$ cat src/rtl/count_enable_ctrl.sv
// Count-enable controller: sequences the counter bank's E_Count in free-run,
// fixed-length burst or single-step mode, with abort and completion signalling.
module count_enable_ctrl #(
    parameter int BURST_W = 8
) (
    input  logic               iClk,
    input  logic               iRst,
    input  logic               iStart,
    input  logic               iStop,
    input  logic               iStep,
    input  logic [1:0]         iMode,
    input  logic [BURST_W-1:0] iBurstLen,
    output logic               oE_Count,
    output logic               oBusy,
    output logic               oDone,
    output logic [2:0]         oState,
    output logic [BURST_W-1:0] oRemain
);

    typedef enum logic [2:0] {
        IDLE  = 3'd0,
        RUN   = 3'd1,
        BURST = 3'd2,
        STEP  = 3'd3,
        DONE  = 3'd4
    } stateT;

    stateT              state;
    stateT              stateNext;
    logic               stepQ;
    logic               stepRise;
    logic               eCountNext;
    logic               busyNext;
    logic               doneNext;
    logic [BURST_W-1:0] remainNext;

    assign stepRise = iStep & ~stepQ;
    assign oState   = state;

    // The captured mode is the state entered at start, and the captured burst
    // length lives in oRemain, so later input changes cannot reach the operation.
    always_comb begin
        // NOTE: every always_comb output gets a default first so no path leaves it unassigned and infers a latch.
        stateNext  = state;
        eCountNext = 1'b0;
        doneNext   = 1'b0;
        remainNext = '0;

        case (state)
            IDLE: begin
                if (iStart && !iStop) begin
                    case (iMode)
                        2'b00: begin
                            stateNext  = RUN;
                            eCountNext = 1'b1;
                        end
                        2'b01: begin
                            stateNext  = BURST;
                            remainNext = iBurstLen;
                            eCountNext = (iBurstLen != '0);
                        end
                        2'b10:   stateNext = STEP;
                        default: stateNext = IDLE;
                    endcase
                end
            end
            RUN: begin
                if (iStop) stateNext = IDLE;
                else       eCountNext = 1'b1;
            end
            BURST: begin
                if (iStop) begin
                    stateNext = IDLE;
                end else if (oRemain <= BURST_W'(1)) begin
                    // Terminal count (or an empty burst): never decrement past zero.
                    stateNext = DONE;
                    doneNext  = 1'b1;
                end else begin
                    remainNext = oRemain - BURST_W'(1);
                    eCountNext = 1'b1;
                end
            end
            STEP: begin
                if (iStop) stateNext = IDLE;
                else       eCountNext = stepRise;
            end
            DONE:    stateNext = IDLE;
            default: stateNext = IDLE;
        endcase

        busyNext = (stateNext == RUN) || (stateNext == BURST) || (stateNext == STEP);
    end

    always_ff @(posedge iClk or negedge iRst) begin
        if (!iRst) begin
            state    <= IDLE;
            stepQ    <= 1'b0;
            oE_Count <= 1'b0;
            oBusy    <= 1'b0;
            oDone    <= 1'b0;
            oRemain  <= '0;
        end else begin
            // NOTE: non-blocking assignments so every register updates from the pre-edge values.
            state    <= stateNext;
            stepQ    <= iStep;
            oE_Count <= eCountNext;
            oBusy    <= busyNext;
            oDone    <= doneNext;
            oRemain  <= remainNext;
        end
    end

endmodule

$ cat config.mk
export PLATFORM = sky130hd
export DESIGN_NAME = count_enable_ctrl
export DESIGN_NICKNAME = d
export VERILOG_FILES = /design/src/rtl/count_enable_ctrl.sv
export SDC_FILE = /design/constraint.sdc
export NUM_CORES = 1
export LEC_CHECK = 0
export CAP_MARGIN = 20
export CORE_MARGIN = 2
export CORE_UTILIZATION = 43
export CTS_CLUSTER_DIAMETER = 100
export DETAILED_ROUTE_END_ITERATION = 8
export PLACE_DENSITY = 0.73
export RECOVER_POWER = 25
export SLEW_MARGIN = 30
export SYNTH_ARGS = -nofsm -noshare
export SYNTH_HDL_FRONTEND = slang
export SYNTH_SLANG_ARGS = --single-unit
$ cat constraint.sdc
create_clock -name iClk -period 1.98 [get_ports iClk]
set_clock_uncertainty 0.05 [all_clocks]
set_input_delay 0.396 -clock iClk [delete_from_list [all_inputs] [get_ports iClk]]
set_output_delay 0.396 -clock iClk [all_outputs]
set_load 0.02 [all_outputs]
==> parameters.txt, run 1 <==
Parameter                              Value

Clock network
  Clock root buffer ... sky130_fd_sc_hd__clkbuf_4
  CTS tree ... built
  H-tree depth ... 1
  Maximum count of clock buffers along a single path ... 2
  Clock-pin slew on the worst setup and hold paths ... 0.08 ns
  Num Clock Sinks ... 15
  Insertion delay to the later sink of the worst-skew pair ... 0.27 ns
  CTS buffer count ... 3

Placed design
  Placed Instance Area ... 0.00113 mm^2
  Last weighted congestion value of the routability-driven placer ... 0.875
  HPWL Detailed ... 1390 um
  Cell Count Post-Placement ... 136
  Worst-case setup slack after placement ... 0.0295 ns
  Count of input and output buffers ... 28

STA
  Slew headroom ... 0.476
  Unrepaired setup endpoints after global routing ... no
  Sum Neg Setup Slack ... 0 ns
  Transition at the pin with the smallest max-transition slack ... 0.787 ns
  Final worst setup slack ... 0.134 ns
  Crit share post-route ... 0.932
  Highest Clock Rate ... 542 MHz
  Final hold violation count ... 0
  Setup violations, final ... 0
  Number of max-slew violations in the final report ... 0
  Min Clock Period, post-route ... 1.85 ns

Synthesis
  Syn Std Cell Area ... 805 um^2
  Number of warning messages in the yosys log ... 0
  Post-synthesis sequential area ratio ... 0.467
  Cells after synthesis ... 82
  Avg Synthesized Cell Area ... 9.81 um^2
  Post-Syn Nets ... 103
  Number of flip-flops and latches in the synthesized netlist ... 15
  Top cell type by total area after synthesis ... sky130_fd_sc_hd__dfrtp_1
  Cell types with the largest area share after synthesis ... sky130_fd_sc_hd__dfrtp_1, sky130_fd_sc_hd__ha_1, sky130_fd_sc_hd__o21ai_0
  Top cell type's share of synthesized area ... 0.467
  Count of different cell masters after synthesis ... 24

Hold path
  Hold Crit Class ... in2reg

Power
  Leakage power summed over all cells ... 0.538 nW
  Clock network power share ... 0.236
  Power dissipated by switching net loads ... 188 uW
  Combinational power share ... 0.273
  Share of power burned in registers ... 0.491
  Switching fraction of total power ... 0.272
  Power Total ... 691 uW
  IR Drop Worst-Case VDD ... 0.000330 V
  Internal power of the cells ... 503 uW
  Power density of the placed cells ... 594 mW/mm^2

GRT
  Met2 usage in global routing ... 0.316
  Total congestion overflow after global routing ... 0
  Peak-usage layer in the global routing report ... met2
  Combined global-route utilization of all metal layers ... 0.174
  Via count of the first global-routing pass ... 680
  First-pass GRT wire length ... 2690 um
  Met1 Usage GRT ... 0.182
  Met3 layer usage reported by global route ... 0.0269
  Largest net degree at the start of global routing ... 16
  Initial antenna violation count ... 0

Setup path
  Delay contributed by the slowest stage of the critical path ... 0.58 ns
  CP top delay family ... simple AND/OR/NAND/NOR gates
  Cells along the critical path ... or4_4 -> nor4_4 -> nand3b_1 -> buf_4 -> o21ai_0
  Slowest stage cell, crit path ... sky130_fd_sc_hd__or4_4
  Number of buffer and inverter instances along the worst setup path ... 1
  Worst Path Required ... 2.08 ns
  Startpoint kind of the worst setup timing path ... flip-flop
  Type of destination of the critical path ... flip-flop
  Critical path class ... reg2reg
  Arr. time, crit path ... 1.94 ns
  Worst-path fanout max ... 8

Finish
  Final antenna diode count ... 0
  Fin nets ... 139
  Fraction of layout instances using a drive strength above 1 ... 0.0769
  Number of fill cells in the layout ... 153
  Post-route cell area ... 0.00116 mm^2
  Layout area overhead ... 44.8%
  Non-filler instance count after layout ... 142

Drt
  Final WL ... 1680 um
  Final ANT Viol Nets ... 0
  DRC ... 0
  Vias/cell ... 4.96
  Routed via count ... 704
  Routed wire length per instance ... 11.8 um
  Number of optimization iterations in the first detailed-route pass ... 3
  DRC violation total after the first TritonRoute iteration ... 13

Status
  Status ... finished, final reports clean

Run
  Max cap viols ... 0

Floorplan
  Initial Utilization ... 0.461
  Count of standard-cell rows ... 15
  Top Ports ... 29
  Area of the die ... 0.00223 mm^2
  Die Wd ... 47.3 um
  Std-Cell Core Area ... 0.00175 mm^2
  Die span in y ... 47.3 um
==> synthesized netlist by cell type <==
cell type,instances
sky130_fd_sc_hd__nor4_4,1
sky130_fd_sc_hd__a22oi_1,1
sky130_fd_sc_hd__nor2_1,4
sky130_fd_sc_hd__inv_1,7
sky130_fd_sc_hd__nor2b_1,2
sky130_fd_sc_hd__o311ai_1,1
sky130_fd_sc_hd__xnor2_1,5
sky130_fd_sc_hd__o31ai_1,1
sky130_fd_sc_hd__nor4_1,3
sky130_fd_sc_hd__dfrtp_1,15
sky130_fd_sc_hd__o211ai_1,1
sky130_fd_sc_hd__and3_1,3
sky130_fd_sc_hd__nand3b_1,1
sky130_fd_sc_hd__a21oi_1,1
sky130_fd_sc_hd__nand2_1,11
sky130_fd_sc_hd__clkbuf_1,1
sky130_fd_sc_hd__nor3_1,2
sky130_fd_sc_hd__or4_4,1
sky130_fd_sc_hd__buf_4,1
sky130_fd_sc_hd__nor3b_1,2
sky130_fd_sc_hd__ha_1,6
sky130_fd_sc_hd__xor2_1,1
sky130_fd_sc_hd__o21ai_0,10
sky130_fd_sc_hd__or3_1,1
==> layer usage <==
| layer | vias up | share of wire |
|---|---|---|
| li1 | 349 | - |
| met1 | 325 | 0.42 |
| met2 | 24 | 0.52 |
| met3 | 6 | 0.039 |
| met4 | 0 | 0.026 |
| met5 | - | 0 |
==> cell families (layout without fill, tap and decap cells) <==
kind of cell,after synthesis,count (layout),synth area share
simple gates,31,31,0.221
compound gates,15,15,0.107
flops,15,15,0.467
buf+inv,9,44,0.0467
fa+ha+maj,6,6,0.0933
xor+xnor,6,6,0.0653
==> metrics by stage <==
stage	hold WS, ns	utilization
floorplan	0.0504	-
global placement	0.526	0.646
detailed placement	0.528	0.646
CTS	0.381	0.661
global route	0.522	0.667
finish	0.540	0.667
==> cells in the final DEF (no fill, tap or decap), types with 2 or more instances in the layout <==
cell type,instances
sky130_fd_sc_hd__clkbuf_1,2
sky130_fd_sc_hd__o21ai_0,10
sky130_fd_sc_hd__nor2_1,4
sky130_fd_sc_hd__clkdlybuf4s50_1,27
sky130_fd_sc_hd__buf_4,4
sky130_fd_sc_hd__nor3_1,2
sky130_fd_sc_hd__xnor2_1,5
sky130_fd_sc_hd__nor3b_1,2
sky130_fd_sc_hd__dfrtp_1,15
sky130_fd_sc_hd__nor4_1,3
sky130_fd_sc_hd__inv_1,7
sky130_fd_sc_hd__nand2_1,11
sky130_fd_sc_hd__ha_1,6
sky130_fd_sc_hd__nor2b_1,2
sky130_fd_sc_hd__and3_1,3
sky130_fd_sc_hd__clkbuf_4,3
==> power groups by stage <==
stage	combinational (mW)	clock [mW]	sequential, mW
after floorplan	0.0796	0	0.365
after global placement	0.189	0	0.346
after detailed placement	0.191	0	0.346
after CTS	0.192	0.172	0.340
after global routing	0.209	0.188	0.343
final	0.189	0.163	0.340
==> state kept, by name, summed over array words and instances (netlist names) <==
| name | cells |
|---|---|
| oState | 3 |
| stepQ | 1 |
| oE_Count | 1 |
| oDone | 1 |
| oBusy | 1 |
| oRemain | 8 |
==> worst paths after layout <==
kind | startpoint | endpoint | slack [ns] | cells after the start
worst max-delay path | oRemain[4] | oRemain[7] | 0.13 | 5
worst min-delay path | iStep | stepQ | 0.54 | 1
worst max register to register | oRemain[4] | oRemain[7] | 0.13 | 5
worst min register to register | oRemain[0] | oRemain[0] | 0.54 | 1
max in group asynchronous | iRst | stepQ | 0.73 | 2
min in group asynchronous | iRst | oState[0] | 0.66 | 2
==> timing repair <==
action                                  in CTS  in global routing
hold buffers                                 0                  0
hold endpoints to repair                     0                  0
setup buffers                                0                  2
gates resized for setup                      0                  0
endpoints found under the setup margin       0                 11
==> worst reg2reg max path, stage by stage (launching register included) <==
cell                       delay (ns)
sky130_fd_sc_hd__dfrtp_1         0.42
sky130_fd_sc_hd__or4_4           0.58
sky130_fd_sc_hd__nor4_4          0.25
sky130_fd_sc_hd__nand3b_1        0.17
sky130_fd_sc_hd__buf_4           0.16
sky130_fd_sc_hd__o21ai_0         0.10
==> area by class of cell <==
class,instances,area (um^2),area share
clock buffers,4,26.3,0.0226
well taps,25,31.3,0.0269
multi-input cells,58,392,0.336
inverters,7,26.3,0.0226
repair buffers,33,314,0.270
flip-flops and latches,15,375,0.322
Power figures use the tool's default switching activity.
==> inputs of run 2 (changes only) <==
--- a/config.mk
+++ b/config.mk
@@ -8,7 +8,7 @@
 export CAP_MARGIN = 20
 export CORE_MARGIN = 2
 export CORE_UTILIZATION = 43
-export CTS_CLUSTER_DIAMETER = 100
+export CTS_BUF_LIST = sky130_fd_sc_hd__clkbuf_16
 export DETAILED_ROUTE_END_ITERATION = 8
 export PLACE_DENSITY = 0.73
 export RECOVER_POWER = 25
==> parameters.txt, run 2 (synthesis gave the netlist of run 1 again) <==
Parameter                              Value

Hold path
  Hold Crit Class ... reg2reg

Setup path
  Type of destination of the critical path ... flip-flop
  Worst-path fanout max ... 8 (unchanged)
  Arr. time, crit path ... 1.90 ns (-0.04 ns)
  Critical path class ... reg2reg
  Startpoint kind of the worst setup timing path ... flip-flop
  Worst Path Required ... 2.04 ns (-0.04 ns)
  R2r worst-path depth ... 5 (unchanged)
  Worst r2r src ... oRemain[4]
  FF-to-FF End ... oRemain[7]
  Start point of the critical path ... oRemain[4]
  Endpoint of the most critical setup path ... oRemain[7]
  Slowest stage cell, crit path ... sky130_fd_sc_hd__or4_4
  R2r setup slk ... 0.14 ns (about the same)
  Delay contributed by the slowest stage of the critical path ... 0.58 ns (about the same)
  Cells along the critical path ... or4_4 -> nor4_4 -> nand3b_1 -> buf_4 -> o21ai_0

Placed design
  Worst-case setup slack after placement ... 0.0295 ns (unchanged)
  Last weighted congestion value of the routability-driven placer ... 0.875 (unchanged)
  Count of input and output buffers ... 28 (unchanged)
  HPWL Detailed ... 1390 um (unchanged)
  Cell Count Post-Placement ... 136 (unchanged)

Power
  Share of power burned in registers ... 0.376 (-0.115)
  Internal power of the cells ... 693 uW (+38%)
  IR Drop Worst-Case VDD ... 0.000548 V (+66%)
  Power density of the placed cells ... 744 mW/mm^2 (+25%)
  Clock network power share ... 0.414 (+0.178)
  Leakage power summed over all cells ... 0.565 nW (+5.1%)
  Combinational power share ... 0.209 (-0.064)
  Switching fraction of total power ... 0.235 (-0.0374)
  Power dissipated by switching net loads ... 213 uW (+13%)
  Power Total ... 906 uW (+31%)

Drt
  Final ANT Viol Nets ... 0 (unchanged)
  Number of optimization iterations in the first detailed-route pass ... 3 (unchanged)
  Routed via count ... 710 (+0.85%)
  Routed wire length per instance ... 12.3 um (+4.3%)
  Vias/cell ... 5.00 (+0.85%)
  DRC violation total after the first TritonRoute iteration ... 14 (+1)
  Final WL ... 1750 um (+4.3%)
  DRC ... 0 (unchanged)

GRT
  Combined global-route utilization of all metal layers ... 0.183 (+0.00932)
  Total congestion overflow after global routing ... 0 (unchanged)
  Largest net degree at the start of global routing ... 16 (unchanged)
  First-pass GRT wire length ... 2750 um (+2.3%)
  Initial antenna violation count ... 0 (unchanged)
  Via count of the first global-routing pass ... 676 (-0.59%)

STA
  Final worst setup slack ... 0.143 ns (+0.00893 ns)
  Transition at the pin with the smallest max-transition slack ... 0.799 ns (+0.0125 ns)
  Sum Neg Setup Slack ... 0 ns (unchanged)
  Slew headroom ... 0.467 (-0.00835)
  Crit share post-route ... 0.928 (-0.00451)
  Highest Clock Rate ... 544 MHz (+0.49%)
  Setup violations, final ... 0 (unchanged)
  Final hold violation count ... 0 (unchanged)
  Number of max-slew violations in the final report ... 0 (unchanged)
  Min Clock Period, post-route ... 1.84 ns (-0.00893 ns)
  Unrepaired setup endpoints after global routing ... no

Finish
  Leading cell type in the layout, fill and taps excluded ... sky130_fd_sc_hd__clkdlybuf4s50_1
  Layout area overhead ... 51.3%
  Non-filler instance count after layout ... 142 (unchanged)
  Fraction of layout instances using a drive strength above 1 ... 0.0769 (unchanged)
  Number of fill cells in the layout ... 148 (-3.3%)
  Final antenna diode count ... 0 (unchanged)
  Flip-flop count of the largest register after layout ... 8 (unchanged)
  Fin nets ... 139 (unchanged)
  Top register by number of flip-flops ... oRemain
  Top library cells by usage in the layout, fill and taps aside ... sky130_fd_sc_hd__clkdlybuf4s50_1, sky130_fd_sc_hd__dfrtp_1, sky130_fd_sc_hd__nand2_1, sky130_fd_sc_hd__o21ai_0, sky130_fd_sc_hd__inv_1
  Core Util, Final ... 0.697 (+0.0301)

Clock network
  Num Clock Sinks ... 15 (unchanged)
  Number of buffers inserted for hold repair after clock tree synthesis ... 0 (unchanged)
  CTS buffer count ... 3 (unchanged)
  Clock-pin slew on the worst setup and hold paths ... 0.05 ns (-0.03 ns)
  CTS tree ... built
  Maximum count of clock buffers along a single path ... 2 (unchanged)
  Clock root buffer ... sky130_fd_sc_hd__clkbuf_16
  Insertion delay to the later sink of the worst-skew pair ... 0.24 ns (-0.03 ns)
  H-tree depth ... 1 (unchanged)

Floorplan
  Top Ports ... 29 (unchanged)
  Initial Utilization ... 0.461 (unchanged)
  Count of standard-cell rows ... 15 (unchanged)
  Area of the die ... 0.00223 mm^2 (unchanged)
  Die span in y ... 47.3 um (unchanged)
  Std-Cell Core Area ... 0.00175 mm^2 (unchanged)
  Die Wd ... 47.3 um (unchanged)

Run
  Max cap viols ... 0 (unchanged)

Status
  Status ... finished, final reports clean
## run 2: worst min-delay path by stage
stage | slack (ns) | depth (start not counted) | to | startpoint
CTS | 0.42 | 2 | oState[0] | iRst
global route | 0.55 | 1 | oRemain[0] | oRemain[0]
finish | 0.54 | 1 | oRemain[0] | oRemain[0]
floorplan | 0.05 | 0 | oBusy | iRst
global placement | 0.53 | 1 | oRemain[0] | oRemain[0]
detailed placement | 0.53 | 1 | oState[1] | oState[2]
## run 2: metrics by stage
stage	instance area [um^2]	hold slack, ns
2_1_floorplan	805	0.0504
3_3_place_gp	1130	0.526
3_5_place_dp	1130	0.528
4_1_cts	1210	0.424
5_1_grt	1220	0.554
6_report	1220	0.539
## run 2: metal layers
metal,wire length (um),share of wire,vias to the layer above,track usage
met3,73,0.042,4,0.0423
met5,0,0,-,0
met2,933,0.53,26,0.330
met1,714,0.41,330,0.189
li1,-,-,350,-
met4,28,0.016,0,0.111
## run 2: critical path: cells and delay by family (launching register included)
kind,cells,cell delay (ns)
buffers and inverters,1,0.16
AND/OR/NAND/NOR,3,1.00
AO/OA/AOI/OAI,1,0.09
flip-flops,1,0.40
## run 2: cell type report
type                       count  area [um^2]  share of cell area
clock buffer                   3         75.1              0.0617
sequential                    15          375               0.308
clock inverter                 1         3.75             0.00308
inverter                       7         26.3              0.0216
tap                           25         31.3              0.0257
multi-input combinational     58          392               0.322
timing repair buffer          33          314               0.258
## run 2: power groups by stage
stage | Clock [mW] | Sequential [mW] | Combinational [mW]
2_1_floorplan | 0 | 0.365 | 0.0796
3_3_place_gp | 0 | 0.346 | 0.189
3_5_place_dp | 0 | 0.346 | 0.191
4_1_cts | 0.381 | 0.341 | 0.193
5_1_grt | 0.403 | 0.344 | 0.210
6_report | 0.375 | 0.341 | 0.190
## run 2: repair_timing
item | in CTS | in global routing
buffers inserted | 0 | 2
endpoints found under the setup margin | 0 | 10
gates resized for setup | 0 | 0
==> inputs of run 3 (changes only) <==
--- a/config.mk
+++ b/config.mk
@@ -6,7 +6,6 @@
 export NUM_CORES = 1
 export LEC_CHECK = 0
 export CAP_MARGIN = 20
-export CORE_MARGIN = 2
 export CORE_UTILIZATION = 43
 export CTS_BUF_LIST = sky130_fd_sc_hd__clkbuf_16
 export DETAILED_ROUTE_END_ITERATION = 8
==> parameters.txt, run 3 (synthesis gave the netlist of run 1 again) <==
Parameter                              Value

Power
  Power density of the placed cells ... 749 mW/mm^2 (+0.62%)
  IR Drop Worst-Case VDD ... 0.000488 V (-11%)
  Power Total ... 912 uW (+0.62%)
  Leakage power summed over all cells ... 0.565 nW (unchanged)

Placed design
  Count of input and output buffers ... 28 (unchanged)
  HPWL Detailed ... 1330 um (-4.3%)
  Last weighted congestion value of the routability-driven placer ... 0.725 (-17%)
  Placed Instance Area ... 0.00113 mm^2 (unchanged)

STA
  Setup violations, final ... 0 (unchanged)
  Final hold violation count ... 0 (unchanged)
  Crit share post-route ... 0.932 (+0.00453)
  Unrepaired setup endpoints after global routing ... no
  Number of max-slew violations in the final report ... 0 (unchanged)
  Slew headroom ... 0.465 (-0.00267)
  Worst hold slack ... 0.536 ns (-0.00242 ns)
  Min Clock Period, post-route ... 1.85 ns (+0.00897 ns)
  Sum Neg Setup Slack ... 0 ns (unchanged)
  Transition at the pin with the smallest max-transition slack ... 0.803 ns (+0.00401 ns)
  Highest Clock Rate ... 542 MHz (-0.49%)

Finish
  Fraction of layout instances using a drive strength above 1 ... 0.0769 (unchanged)
  Number of fill cells in the layout ... 142 (-4.1%)
  Post-route cell area ... 0.00122 mm^2 (unchanged)
  Flip-flop count of the largest register after layout ... 8 (unchanged)
  Core Util, Final ... 0.697 (unchanged)
  Fin nets ... 139 (unchanged)
  Layout area overhead ... 51.3% (unchanged)
  Register area ... 375 um^2 (unchanged)
  Area used by multi-input combinational logic ... 392 um^2 (unchanged)
  Top library cells by usage in the layout, fill and taps aside ... sky130_fd_sc_hd__clkdlybuf4s50_1, sky130_fd_sc_hd__dfrtp_1, sky130_fd_sc_hd__nand2_1, sky130_fd_sc_hd__o21ai_0, sky130_fd_sc_hd__inv_1
  Final antenna diode count ... 0 (unchanged)
  Leading cell type in the layout, fill and taps excluded ... sky130_fd_sc_hd__clkdlybuf4s50_1
  Top register by number of flip-flops ... oRemain

Floorplan
  Top Ports ... 29 (unchanged)
  Initial Utilization ... 0.461 (unchanged)
  Area of the die ... 0.00205 mm^2 (-8.3%)
  Die Wd ... 45.3 um (-4.2%)
  Std-Cell Core Area ... 0.00175 mm^2 (unchanged)
  Count of standard-cell rows ... 15 (unchanged)
  Die span in y ... 45.3 um (-4.2%)

Setup path
  Type of destination of the critical path ... flip-flop
  Worst Path Required ... 2.05 ns (about the same)
  Startpoint kind of the worst setup timing path ... flip-flop
  Arr. time, crit path ... 1.91 ns (about the same)
  Worst-path fanout max ... 8 (unchanged)
  Critical path class ... reg2reg

Clock network
  Insertion delay to the later sink of the worst-skew pair ... 0.24 ns (about the same)
  Number of buffers inserted for hold repair after clock tree synthesis ... 0 (unchanged)
  Clock root buffer ... sky130_fd_sc_hd__clkbuf_16
  CTS tree ... built
  Num Clock Sinks ... 15 (unchanged)
  CTS buffer count ... 3 (unchanged)
  Clock-pin slew on the worst setup and hold paths ... 0.05 ns (about the same)
  Total of cells resized after clock tree synthesis ... 0 (unchanged)
  Maximum count of clock buffers along a single path ... 2 (unchanged)
  H-tree depth ... 1 (unchanged)
  Post-CTS setup buffer count ... 2 (+2)

GRT
  First-pass GRT wire length ... 2820 um (+2.3%)
  Total congestion overflow after global routing ... 0 (unchanged)
  Largest net degree at the start of global routing ... 16 (unchanged)
  Initial antenna violation count ... 0 (unchanged)
  Combined global-route utilization of all metal layers ... 0.198 (+0.0152)
  Via count of the first global-routing pass ... 704 (+4.1%)

Hold path
  Hold Crit Class ... reg2reg

Drt
  Routed wire length per instance ... 12.1 um (-1.4%)
  Final WL ... 1720 um (-1.4%)
  Vias/cell ... 4.91 (-1.8%)
  Final ANT Viol Nets ... 0 (unchanged)
  DRC violation total after the first TritonRoute iteration ... 10 (-4)
  Number of optimization iterations in the first detailed-route pass ... 4 (+1)
  Routed via count ... 697 (-1.8%)
  DRC ... 0 (unchanged)

Run
  Max cap viols ... 0 (unchanged)

Status
  Status ... finished, final reports clean
-- run 3: stage by stage --
step / cells / worst slack, ns
floorplan: 82 / 0.155
global placement: 136 / 0.0629
CTS: 142 / 0.129
finish: 142 / 0.134
global route: 142 / 0.0363
detailed placement: 136 / -0.000798
-- run 3: path summary, 6_finish.rpt --
kind | startpoint | end | slack [ns] | cells after the start
worst max-delay path | oRemain[4] | oRemain[4] | 0.13 | 5
worst min-delay path | oState[2] | oState[1] | 0.54 | 1
worst max register to register | oRemain[4] | oRemain[4] | 0.13 | 5
worst min register to register | oState[2] | oState[1] | 0.54 | 1
max in group asynchronous | iRst | oRemain[0] | 0.68 | 2
min in group asynchronous | iRst | oState[1] | 0.70 | 2
-- run 3: cell type report --
type	count	area share
multi-input cells	58	0.322
flip-flops and latches	15	0.308
repair buffers	33	0.258
clock buffers	3	0.0617
well taps	25	0.0257
inverters	7	0.0216
clock inverters	1	0.00308
-- run 3: per-layer routing --
layer	vias up	GRT usage	wire length (um)
li1	354	-	-
met1	317	0.214	741
met2	22	0.357	871
met3	4	0.0400	78
met4	0	0.109	31
met5	-	0	0
-- run 3: where the power goes --
| group | internal, mW | switching (mW) |
|---|---|---|
| Sequential | 0.325 | 0.0163 |
| Combinational | 0.102 | 0.0888 |
| Clock | 0.266 | 0.113 |
| Total | 0.694 | 0.218 |
-- run 3: critical path: stages, from the launching register on --
cell and delay (ns):
sky130_fd_sc_hd__dfrtp_1 0.41, sky130_fd_sc_hd__or4_4 0.58, sky130_fd_sc_hd__nor4_4 0.27, sky130_fd_sc_hd__nand3b_1 0.17, sky130_fd_sc_hd__buf_4 0.15, sky130_fd_sc_hd__o21ai_0 0.09
